$ cat src/rtl/video_win_pkg.sv
// video_win_pkg: shared state type and sizing helpers for the video window stream blocks.
package video_win_pkg;

  typedef enum logic [1:0] {PASS, GAP, FLUSH} flush_state_t;

  function automatic int flush_lines(input int win_size);
    return win_size / 2;
  endfunction

  function automatic int word_cnt_w(input int max_line_size, input int px_per_clk);
    return $clog2(max_line_size / px_per_clk + 2);
  endfunction

endpackage

$ cat src/rtl/video_line_meter.sv
// video_line_meter: counts valid words per line and keeps the last line's length and final valid mask.
module video_line_meter
  import video_win_pkg::*;
#(
  parameter int PX_PER_CLK    = 4,
  parameter int MAX_LINE_SIZE = 1936,
  localparam int CW           = word_cnt_w(MAX_LINE_SIZE, PX_PER_CLK)
) (
  input  logic                  clk_i,
  input  logic                  rst_i,
  input  logic [PX_PER_CLK-1:0] px_data_val_i,
  input  logic                  line_start_i,
  input  logic                  line_end_i,
  output logic [CW-1:0]         line_words_o,
  output logic [CW-1:0]         line_words_nxt_o,
  output logic [PX_PER_CLK-1:0] last_mask_o
);

  logic [CW-1:0]         cnt_q, cnt_d, line_words_q, line_words_d;
  logic [PX_PER_CLK-1:0] mask_q, mask_d;

  always_comb begin
    cnt_d        = ~|px_data_val_i ? cnt_q :
                   line_start_i    ? CW'(1) :
                   &cnt_q          ? cnt_q : cnt_q + 1'b1;
    line_words_d = line_end_i ? cnt_d : line_words_q;
    mask_d       = line_end_i ? px_data_val_i : mask_q;
  end

  always_ff @(posedge clk_i or posedge rst_i) begin
    if (rst_i) begin
      cnt_q        <= '0;
      line_words_q <= '0;
      mask_q       <= '0;
    end else begin
      cnt_q        <= cnt_d;
      line_words_q <= line_words_d;
      mask_q       <= mask_d;
    end
  end

  assign line_words_o     = line_words_q;
  assign line_words_nxt_o = line_words_d;
  assign last_mask_o      = mask_q;

endmodule

$ cat src/rtl/video_stream_flush_ctrl.sv
// video_stream_flush_ctrl: registers the pixel stream and appends WIN_SIZE/2 padding lines after
// each frame so a downstream window generator drains its line buffers.
module video_stream_flush_ctrl
  import video_win_pkg::*;
#(
  parameter int                PX_WIDTH      = 12,
  parameter int                PX_PER_CLK    = 4,
  parameter int                WIN_SIZE      = 3,
  parameter int                MAX_LINE_SIZE = 1936,
  parameter int                LINE_GAP      = 4,
  parameter logic [PX_WIDTH-1:0] PAD_VALUE   = '0
) (
  input  logic                           clk_i,
  input  logic                           rst_i,
  input  logic [PX_PER_CLK*PX_WIDTH-1:0] px_data_i,
  input  logic [PX_PER_CLK-1:0]          px_data_val_i,
  input  logic                           line_start_i,
  input  logic                           line_end_i,
  input  logic                           frame_start_i,
  input  logic                           frame_end_i,
  output logic [PX_PER_CLK*PX_WIDTH-1:0] px_data_o,
  output logic [PX_PER_CLK-1:0]          px_data_val_o,
  output logic                           line_start_o,
  output logic                           line_end_o,
  output logic                           frame_start_o,
  output logic                           frame_end_o,
  output logic                           flush_o,
  output logic                           busy_o,
  output logic                           overrun_o
);

  localparam int FL = flush_lines(WIN_SIZE);
  localparam int CW = word_cnt_w(MAX_LINE_SIZE, PX_PER_CLK);
  localparam int DW = PX_PER_CLK * PX_WIDTH;
  localparam int GW = $clog2(LINE_GAP + 2);
  localparam int LW = $clog2(FL + 2);
  localparam logic [DW-1:0] PAD_WORD = {PX_PER_CLK{PAD_VALUE}};

  flush_state_t          state_q, state_d;
  logic [GW-1:0]         gap_q, gap_d;
  logic [LW-1:0]         lines_q, lines_d;
  logic [CW-1:0]         word_q, word_d, idx;
  logic [DW-1:0]         px_q, px_d;
  logic [PX_PER_CLK-1:0] val_q, val_d;
  logic                  ls_q, ls_d, le_q, le_d, fs_q, fs_d, fe_q, fe_d;
  logic                  flush_q, flush_d, busy_q, busy_d, ovr_q, ovr_d;
  logic [CW-1:0]         line_words, line_words_nxt;
  logic [PX_PER_CLK-1:0] last_mask;
  logic                  ovr, fe_hold, emit, last, done;

  video_line_meter #(
    .PX_PER_CLK   (PX_PER_CLK),
    .MAX_LINE_SIZE(MAX_LINE_SIZE)
  ) u_meter (
    .clk_i           (clk_i),
    .rst_i           (rst_i),
    .px_data_val_i   (px_data_val_i),
    .line_start_i    (line_start_i),
    .line_end_i      (line_end_i),
    .line_words_o    (line_words),
    .line_words_nxt_o(line_words_nxt),
    .last_mask_o     (last_mask)
  );

  // Frame-end decision uses the meter's next value so a line ending on the same cycle counts.
  assign fe_hold = (FL != 0) && (line_words_nxt != '0);
  assign ovr     = (state_q != PASS) && ((|px_data_val_i) || frame_start_i);
  assign emit    = (state_q == FLUSH) || (gap_q == GW'(1));
  assign idx     = (state_q == FLUSH) ? word_q : '0;
  assign last    = (idx + 1'b1) == line_words;

  always_comb begin
    state_d = state_q;
    gap_d   = gap_q;
    lines_d = lines_q;
    word_d  = word_q;
    ovr_d   = ovr_q | ovr;
    px_d    = '0;
    val_d   = '0;
    ls_d    = 1'b0;
    le_d    = 1'b0;
    fs_d    = 1'b0;
    fe_d    = 1'b0;
    flush_d = 1'b0;
    done    = 1'b0;
    if (state_q == PASS || ovr) begin
      state_d = (frame_end_i && fe_hold) ? GAP : PASS;
      gap_d   = GW'(LINE_GAP);
      lines_d = LW'(FL);
      px_d    = px_data_i;
      val_d   = px_data_val_i;
      ls_d    = line_start_i;
      le_d    = line_end_i;
      fs_d    = frame_start_i;
      fe_d    = frame_end_i && !fe_hold;
    end else if (emit) begin
      px_d    = PAD_WORD;
      val_d   = last ? last_mask : '1;
      ls_d    = idx == '0;
      le_d    = last;
      flush_d = 1'b1;
      word_d  = idx + 1'b1;
      state_d = FLUSH;
      // The extra count gives LINE_GAP fully idle cycles after a padding line's end.
      if (last && lines_q > LW'(1)) begin
        state_d = GAP;
        gap_d   = GW'(LINE_GAP + 1);
        lines_d = lines_q - 1'b1;
      end else if (last) begin
        state_d = PASS;
        fe_d    = 1'b1;
        done    = 1'b1;
      end
    end else begin
      gap_d = gap_q - 1'b1;
    end
    busy_d = (state_d != PASS) || done;
  end

  always_ff @(posedge clk_i or posedge rst_i) begin
    if (rst_i) begin
      state_q <= PASS;
      gap_q   <= '0;
      lines_q <= '0;
      word_q  <= '0;
      px_q    <= '0;
      val_q   <= '0;
      ls_q    <= 1'b0;
      le_q    <= 1'b0;
      fs_q    <= 1'b0;
      fe_q    <= 1'b0;
      flush_q <= 1'b0;
      busy_q  <= 1'b0;
      ovr_q   <= 1'b0;
    end else begin
      state_q <= state_d;
      gap_q   <= gap_d;
      lines_q <= lines_d;
      word_q  <= word_d;
      px_q    <= px_d;
      val_q   <= val_d;
      ls_q    <= ls_d;
      le_q    <= le_d;
      fs_q    <= fs_d;
      fe_q    <= fe_d;
      flush_q <= flush_d;
      busy_q  <= busy_d;
      ovr_q   <= ovr_d;
    end
  end

  assign px_data_o     = px_q;
  assign px_data_val_o = val_q;
  assign line_start_o  = ls_q;
  assign line_end_o    = le_q;
  assign frame_start_o = fs_q;
  assign frame_end_o   = fe_q;
  assign flush_o       = flush_q;
  assign busy_o        = busy_q;
  assign overrun_o     = ovr_q;

endmodule

$ cat config.mk
export PLATFORM = sky130hd
export DESIGN_NAME = video_stream_flush_ctrl
export DESIGN_NICKNAME = d
export VERILOG_FILES = /design/src/rtl/video_win_pkg.sv /design/src/rtl/video_line_meter.sv /design/src/rtl/video_stream_flush_ctrl.sv
export SDC_FILE = /design/constraint.sdc
export NUM_CORES = 1
export LEC_CHECK = 0
export CAP_MARGIN = 40
export CORE_ASPECT_RATIO = 0.8
export CORE_MARGIN = 3
export CORE_UTILIZATION = 25
export DETAILED_ROUTE_END_ITERATION = 16
export PLACE_DENSITY = 0.59
export SYNTH_ARGS = -nofsm -noshare
export SYNTH_HDL_FRONTEND = slang
export SYNTH_SLANG_ARGS = --single-unit
export TNS_END_PERCENT = 10
$ cat constraint.sdc
create_clock -name clk_i -period 2.87 [get_ports clk_i]
set_input_delay 0.4305 -clock clk_i [delete_from_list [all_inputs] [get_ports clk_i]]
set_output_delay 0.4305 -clock clk_i [all_outputs]
set_load 0.05 [all_outputs]
==> results of run 1 <==
==> power groups by stage <==
stage                     combinational (mW)  sequential [mW]  clock [mW]
after floorplan                        0.172             1.66           0
after global placement                 0.573             1.51           0
after detailed placement               0.576             1.51           0
after CTS                              0.579             1.48        1.27
after global routing                   0.617             1.49        1.34
final                                  0.577             1.48        1.23
==> critical path: cells and delay by family <==
family,cells,cell delay (ns)
mux,1,0.22
buf+inv,1,0.49
compound gates,3,0.42
simple gates,4,1.35
==> synth_stat cells (2+ instances only) <==
cell type and n:
o21ai_1 2, and2_1 3, nor2b_1 51, o21bai_1 6
o22ai_1 3, a211oi_1 4, buf_1 2, nor2_1 25
nor4_1 5, o31a_1 2, a22o_1 4, nand3_2 2
nand4_1 8, o41ai_1 2, ha_1 4, clkbuf_1 13
a21o_1 3, o211ai_1 2, and3_1 5, a21boi_1 2
or3_1 3, mux2_2 9, xnor2_1 5, xor2_1 2
a21oi_1 9, nor3_1 9, o21ai_0 18, mux2i_1 3
and4b_1 2, nand2_1 16, buf_2 6, nand3_1 5
dfrtp_1 97, a31oi_1 4, a311oi_1 2, o21a_1 5
a41o_1 2, inv_1 11, and4_1 3, nor4b_1 2
nand2b_1 2
==> layout make-up <==
class                      count  area [um2]
fill                        1615       10500
timing repair buffer         145        1410
clock inverter                 7        77.6
multi-input combinational    253        1750
clock buffer                   9         225
sequential                    97        2430
tap                          220         275
inverter                      11        45.0
==> path summary, 6_finish.rpt <==
path	start	endpoint	slack (ns)
worst min-delay path	px_data_val_i[1]	px_data_val_o[1]	0.44
worst max register to register	word_q[0]	busy_o	0.20
worst max-delay path	px_data_val_i[3]	busy_o	0.19
min in group asynchronous	rst_i	px_data_o[32]	0.58
max in group asynchronous	rst_i	lines_q[0]	1.87
worst min register to register	overrun_o	overrun_o	0.48
==> kinds of logic (layout without fill, tap and decap cells) <==
kind of cell	after synthesis	in the layout	share of synthesized area, %
DFF	97	97	56.6
and+or+nand+nor	148	148	19.9
buffers and inverters	35	172	3.53
AOI/OAI and AO/OA	81	81	13.9
muxes	13	13	3.41
xor gates and xnor gates	7	7	1.43
adders and majority gates	4	4	1.17
==> repair_timing <==
item,4_1_cts,5_1_grt
gates resized for setup,0,10
endpoints found under the setup margin,0,2
endpoints found under the hold margin,0,0
buffers inserted,0,1
==> routing by layer <==
metal / vias up / GRT usage (%) / routed length (um)
met5: - / 0 / 0
met4: 0 / 3.01 / 116
met3: 11 / 4.48 / 637
met2: 80 / 17.8 / 5050
met1: 1676 / 16.7 / 5360
li1: 1618 / - / -
==> registers in the layout (all words and copies together), names as in the netlist, 2 cells and up <==
name / cells
gap_q: 3
lines_q: 2
u_meter.cnt_q: 9
state_q: 2
u_meter.line_words_o: 9
word_q: 9
px_data_val_o: 4
px_data_o: 48
u_meter.last_mask_o: 4
==> through the flow <==
stage,worst slack (ns),utilization (%)
6_report,0.189,37.3
5_1_grt,0.0298,37.3
4_1_cts,0.132,37.0
3_5_place_dp,-0.198,35.2
3_3_place_gp,-0.157,35.2
2_1_floorplan,0.365,-
==> results.ini, run 1 <==
[place]
place_inst = 725
dp_hpwl_um = 8020
gp_congestion = 0.828
port_buffers = 116
dpl_cell_area_um2 = 5860

[cts]
clk_path_buf_depth = 2
cts_tree = yes
insertion_delay_ns = 0.35
cts_hold_buf = 0
root_buffer = clkbuf_16
htree_num_levels = 3
path_clk_slew_ns = 0.07
cts.sinks = 97
cts_buffers = 9

[finish]
fin_nets = 579
drive_above_1_share_pct = 14.6
final_cell_mix = clkdlybuf4s50_1 (115), dfrtp_1 (94), nor2b_1 (51)
finalNonFillerCells = 742
final_common_cell = clkdlybuf4s50_1
antenna_cells = 0
design_area_um2 = 6210
syn_to_final_growth_pct = 44.7

[worst_setup_path]
cp.required_ns = 3.10
path_cells = clkdlybuf4s50_1 -> or4_4 -> o31a_1 -> mux2i_2 -> o22ai_1 -> nor3_2 -> and4b_1 -> o22ai_1 -> or3_1
cp_slowest_cell = or4_4
cp_common_cell = o22ai_1
crit_arrival_ns = 2.91
path_max_fanout = 7
cp_slowest_stage_delay_ns = 0.58
worstSetupStartpointType = input port
rr_worst_depth = 8
worstSetupPathType = input port to flip-flop
end_kind = flip-flop

[synth]
ys_warn_count = 0
synth_cell_types = 63
yosysTopAreaCellShare_pct = 56.6
ys_ff_latch = 97
synth_top_cells_by_area = dfrtp_1 (57%), nor2b_1 (7.4%), mux2_2 (2.4%)
seq_area_frac_synth_pct = 56.6
syn_avg_cell_area_um2 = 11.1
synthCells = 385
synth_edf_count = 0
synthFlopType = dfrtp_1
yosys.area.top_type = dfrtp_1
syn_nets = 447
synth_area_um2 = 4290
async_flop_share_pct = 100

[power]
p_sw_share_pct = 28.1
p_per_area_nw_per_um2 = 530
p_sw_mw = 0.925
p_leak_nw = 2.56
p_int_mw = 2.37
power_frac_comb_pct = 17.5
peakVddDrop_v = 0.000269
pwr-share-clk_pct = 37.4
power.total_mw = 3.29
seqPwrFrac_pct = 45.1

[timing]
fin_crit_ns = 2.68
grt_setup_unrepaired = false
fin_hold_ws_ns = 0.442
timing_worst_slew_pin_value_ns = 0.541
slew_headroom_pct = 63.8
setup_viol = 0
fin_crit_sh_pct = 93.4
slew_viol_final = 0
fmax_mhz = 373
hold_viol = 0
skew_ns = 0.00639
tns_ns = 0

[floorplanning]
coreArea_um2 = 16700
initial_core_util_pct = 25.7
die_w_um = 152
fp-row-count = 42
num_io_pins = 117
die_area_um2 = 18800
dieHeight_um = 123

[run]
max-cap-violations = 0

[grt]
grt_overflow = 0
grt_pass1_vias = 3401
grt_start_max_net_pins = 98
grt_use_total_pct = 12.0
antenna_found_initial = 0
grt_pass1_wl_um = 18000

[routing]
drt_iter0_markers = 222
vias = 3385
drt-total-wl_um = 11200
drt-wirelength-per-cell_um = 15.0
drc = 0
drtAntennaViolNets = 0
drtPass1Iterations = 4
avgViaCountPerCell = 4.56

[run_status]
status = completed

[worst_hold_path]
hp-class = input port to flip-flop
holdPathStages = 2

(Power assumes the default switching activity.)
==> inputs of run 2 (changes only) <==
--- a/config.mk
+++ b/config.mk
@@ -10,6 +10,7 @@
 export CORE_MARGIN = 3
 export CORE_UTILIZATION = 25
 export DETAILED_ROUTE_END_ITERATION = 16
+export GPL_ROUTABILITY_DRIVEN = 0
 export PLACE_DENSITY = 0.59
 export SYNTH_ARGS = -nofsm -noshare
 export SYNTH_HDL_FRONTEND = slang
==> results.ini, run 2 (same netlist as run 1, synthesis figures left out) <==
[finish]
drive_above_1_share_pct = 13.4
design_area_um2 = 6200
fin_nets = 579
largest_register_ffs = 48
finalNonFillerCells = 741
final_common_cell = clkdlybuf4s50_1
final_cell_mix = clkdlybuf4s50_1 (116), dfrtp_1 (96), nor2b_1 (51)
final_util_pct = 37.2
antenna_cells = 0
syn_to_final_growth_pct = 44.7

[floorplanning]
die_w_um = 152
num_io_pins = 117
initial_core_util_pct = 25.7
fp-row-count = 42
die_area_um2 = 18800
coreArea_um2 = 16700
dieHeight_um = 123

[routing]
drc = 0
drtAntennaViolNets = 0
vias = 3430
drt-total-wl_um = 10900
drtPass1Iterations = 6
drt-wirelength-per-cell_um = 14.7
avgViaCountPerCell = 4.63
drt_iter0_markers = 247

[worst_setup_path]
cp.required_ns = 3.09
cp_slowest_stage_delay_ns = 0.59
critical_path.top_delay_family = simple AND/OR/NAND/NOR gates
critPathBufInv = 1
cp_slowest_cell = or4_4
worstSetupPathType = input port to flip-flop
worstSetupStartpointType = input port
crit_arrival_ns = 2.97
path_cells = clkdlybuf4s50_1 -> or4_4 -> o31a_1 -> mux2i_2 -> o22ai_1 -> nor3_2 -> and4b_1 -> o22ai_1 -> or3_1
end_kind = flip-flop
path_max_fanout = 5
cp_common_cell = o22ai_1

[timing]
hold_viol = 0
skew_ns = 0.00909
fin_crit_ns = 2.76
slew_headroom_pct = 63.4
tns_ns = 0
fin_hold_ws_ns = 0.488
setup_viol = 0
timing_worst_slew_pin_value_ns = 0.547
slew_viol_final = 0
fmax_mhz = 363
fin_crit_sh_pct = 96.1
finalWorstSetupSlack_ns = 0.112

[worst_hold_path]
hp-class = flip-flop to flip-flop

[grt]
grt_pass1_wl_um = 17800
antenna_found_initial = 0
grt_overflow = 0
grt_start_max_net_pins = 98
grt_pass1_vias = 3522
grt_use_total_pct = 11.7

[place]
dp_hpwl_um = 7920
place_inst = 725
dpl_cell_area_um2 = 5860
port_buffers = 116
pre_cts_slack_ns = -0.250

[cts]
root_buffer = clkbuf_16
cts.sinks = 97
insertion_delay_ns = 0.34
cts_buffers = 9
clk_path_buf_depth = 2
htree_num_levels = 3
path_clk_slew_ns = 0.07
cts_tree = yes

[power]
p_leak_nw = 2.56
p_per_area_nw_per_um2 = 540
peakVddDrop_v = 0.000312
power.total_mw = 3.35

[run_status]
status = completed

[run]
max-cap-violations = 0

[run 2: cell types whose count changed in the layout (fill, tap and decap cells not counted), sizes merged]
cell and delta:
bufinv +1, inv -1, dlymetal6s2s -1, clkbuf +2, clkinvlp -2, clkdlybuf4s50 +1, clkinv -1
[run 2: where the power goes]
| group | leakage (nW) | switching, mW | internal, mW |
|---|---|---|---|
| clock network | 0.152 | 0.504 | 0.786 |
| registers | 1.18 | 0.0456 | 1.44 |
| logic | 1.22 | 0.328 | 0.253 |
[run 2: cell type report]
class	count	area, um2
sequential	97	2430
tap	220	275
fill	1597	10500
multi-input combinational	253	1730
clock inverter	4	76.3
timing repair buffer	145	1400
inverter	11	45.0
clock buffer	11	243
[run 2: repair_timing]
action,CTS,global route
hold buffers,0,0
gates resized for setup,0,4
setup buffers,0,1
endpoints found under the setup margin,0,1
[run 2: final timing paths]
| check | endpoint | from | slack, ns | cells past startpoint |
|---|---|---|---|---|
| worst max-delay path | busy_o | px_data_val_i[1] | 0.11 | 9 |
| worst min-delay path | overrun_o | overrun_o | 0.49 | 1 |
| worst max register to register | busy_o | word_q[0] | 0.13 | 9 |
| worst min register to register | overrun_o | overrun_o | 0.49 | 1 |
| max in group asynchronous | px_data_o[6] | rst_i | 1.87 | 3 |
| min in group asynchronous | px_data_o[32] | rst_i | 0.58 | 3 |
[run 2: worst register-to-register path, delay by kind of cell, from the launching register on]
| kind | cells | cell delay (ns) |
|---|---|---|
| flops | 1 | 0.50 |
| xor+xnor | 1 | 0.14 |
| compound gates | 3 | 0.65 |
| buf+inv | 1 | 0.20 |
| simple gates | 4 | 1.14 |
[run 2: routing by layer]
metal	routed length, um	track usage [%]
met4	132	3.28
met3	778	3.99
met1	4980	15.6
met2	4970	18.2
met5	0	0
==> inputs of run 3 (changes only) <==
--- a/config.mk
+++ b/config.mk
@@ -11,7 +11,7 @@
 export CORE_UTILIZATION = 25
 export DETAILED_ROUTE_END_ITERATION = 16
 export GPL_ROUTABILITY_DRIVEN = 0
-export PLACE_DENSITY = 0.59
+export PLACE_DENSITY = 0.57
 export SYNTH_ARGS = -nofsm -noshare
 export SYNTH_HDL_FRONTEND = slang
 export SYNTH_SLANG_ARGS = --single-unit
==> constraint.sdc (replaced) <==
create_clock -name clk_i -period 3.4 [get_ports clk_i]
set_input_delay 0.51 -clock clk_i [delete_from_list [all_inputs] [get_ports clk_i]]
set_output_delay 0.51 -clock clk_i [all_outputs]
set_load 0.05 [all_outputs]
==> results.ini, run 3 (same netlist as run 1, synthesis figures left out) <==
[routing]
drt-wirelength-per-cell_um = 15.4
drt_iter0_markers = 252
drtPass1Iterations = 5
drt-total-wl_um = 11100
drc = 0
drtAntennaViolNets = 0
vias = 3325
avgViaCountPerCell = 4.61

[worst_setup_path]
end_kind = flip-flop
path_max_fanout = 13
crit_arrival_ns = 3.21
worstSetupStartpointType = flip-flop
worstSetupPathType = flip-flop to flip-flop
ff2ff_setup_slack_ns = 0.41
cp.required_ns = 3.62

[timing]
grt_setup_unrepaired = false
timing_worst_slew_pin_value_ns = 0.719
hold_viol = 0
tns_ns = 0
slew_viol_final = 0
setup_viol = 0
fin_crit_ns = 2.99
fmax_mhz = 335
fin_crit_sh_pct = 87.9
skew_ns = 0.00744
finalWorstSetupSlack_ns = 0.412
slew_headroom_pct = 52.0

[place]
dp_hpwl_um = 8090
port_buffers = 116
dpl_cell_area_um2 = 5700
pre_cts_slack_ns = 0.106
place_inst = 706

[cts]
insertion_delay_ns = 0.34
htree_num_levels = 3
cts_hold_buf = 0
cts.repair.resized = 0
cts_tree = yes
clk_path_buf_depth = 2
cts_buffers = 9
post_cts_buffers = 0
path_clk_slew_ns = 0.07
root_buffer = clkbuf_16
cts.sinks = 97

[floorplanning]
die_w_um = 152
fp-row-count = 42
num_io_pins = 117
die_area_um2 = 18800
coreArea_um2 = 16700
dieHeight_um = 123
initial_core_util_pct = 25.7

[run_status]
status = completed

[grt]
busiest_layer = met2
grt_use_total_pct = 11.7
met1_usage_pct = 15.8
met2_usage_pct = 18.2
grt_start_max_net_pins = 59
antenna_found_initial = 0
grt_overflow = 0
grt_pass1_wl_um = 17700
grt_pass1_vias = 3410
gr-usage-met3_pct = 4.02

[finish]
finalNonFillerCells = 722
syn_to_final_growth_pct = 40.4
fill_cells = 1614
final_cell_mix = clkdlybuf4s50_1 (116), dfrtp_1 (97), nor2b_1 (51)
largest_register_ffs = 48
design_area_um2 = 6020
drive_above_1_share_pct = 9.56
fin_nets = 559
final_common_cell = clkdlybuf4s50_1
antenna_cells = 0

[power]
p_leak_nw = 2.48
power.total_mw = 2.81
peakVddDrop_v = 0.000292
p_per_area_nw_per_um2 = 467

[run]
max-cap-violations = 0

[worst_hold_path]
hp-class = flip-flop to flip-flop

-- run 3: worst paths after layout --
check	start	end	depth (start not counted)
setup / recovery	word_q[3]	busy_o	8
hold / removal	overrun_o	overrun_o	1
setup reg to reg	word_q[3]	busy_o	8
hold reg to reg	overrun_o	overrun_o	1
max in group asynchronous	rst_i	flush_o	3
min in group asynchronous	rst_i	px_data_o[21]	2
-- run 3: power breakdown --
group          switching, mW  leakage [nW]  internal [mW]
Combinational          0.271          1.14          0.197
Clock                  0.449         0.160          0.645
Sequential            0.0397          1.18           1.21
-- run 3: layout make-up --
type	instances	area, um2	area share [%]
clock buffer	9	225	3.74
inverter	11	43.8	0.727
multi-input combinational	253	1720	28.5
clock inverter	7	92.6	1.54
tap	220	275	4.57
timing repair buffer	125	1240	20.6
sequential	97	2430	40.3
-- run 3: through the flow --
stage / utilization (%) / hold WS (ns)
floorplan: - / 0.481
global placement: 34.2 / 0.468
detailed placement: 34.2 / 0.462
CTS: 36.1 / 0.488
global route: 36.1 / 0.517
finish: 36.1 / 0.484
-- run 3: routing by layer --
layer	vias up	share of wire, %
li1	1589	-
met1	1619	46
met2	110	46
met3	7	7.0
met5	-	0
met4	0	0.60
-- run 3: worst max-delay path, stage by stage (launching register included) --
cell and delay [ns]:
dfrtp_1 0.53, nand4_1 0.49, or3_1 0.52, a21oi_1 0.20, xnor2_1 0.13, and4_1 0.26, a31oi_4 0.23, o22ai_1 0.14
or3_1 0.37
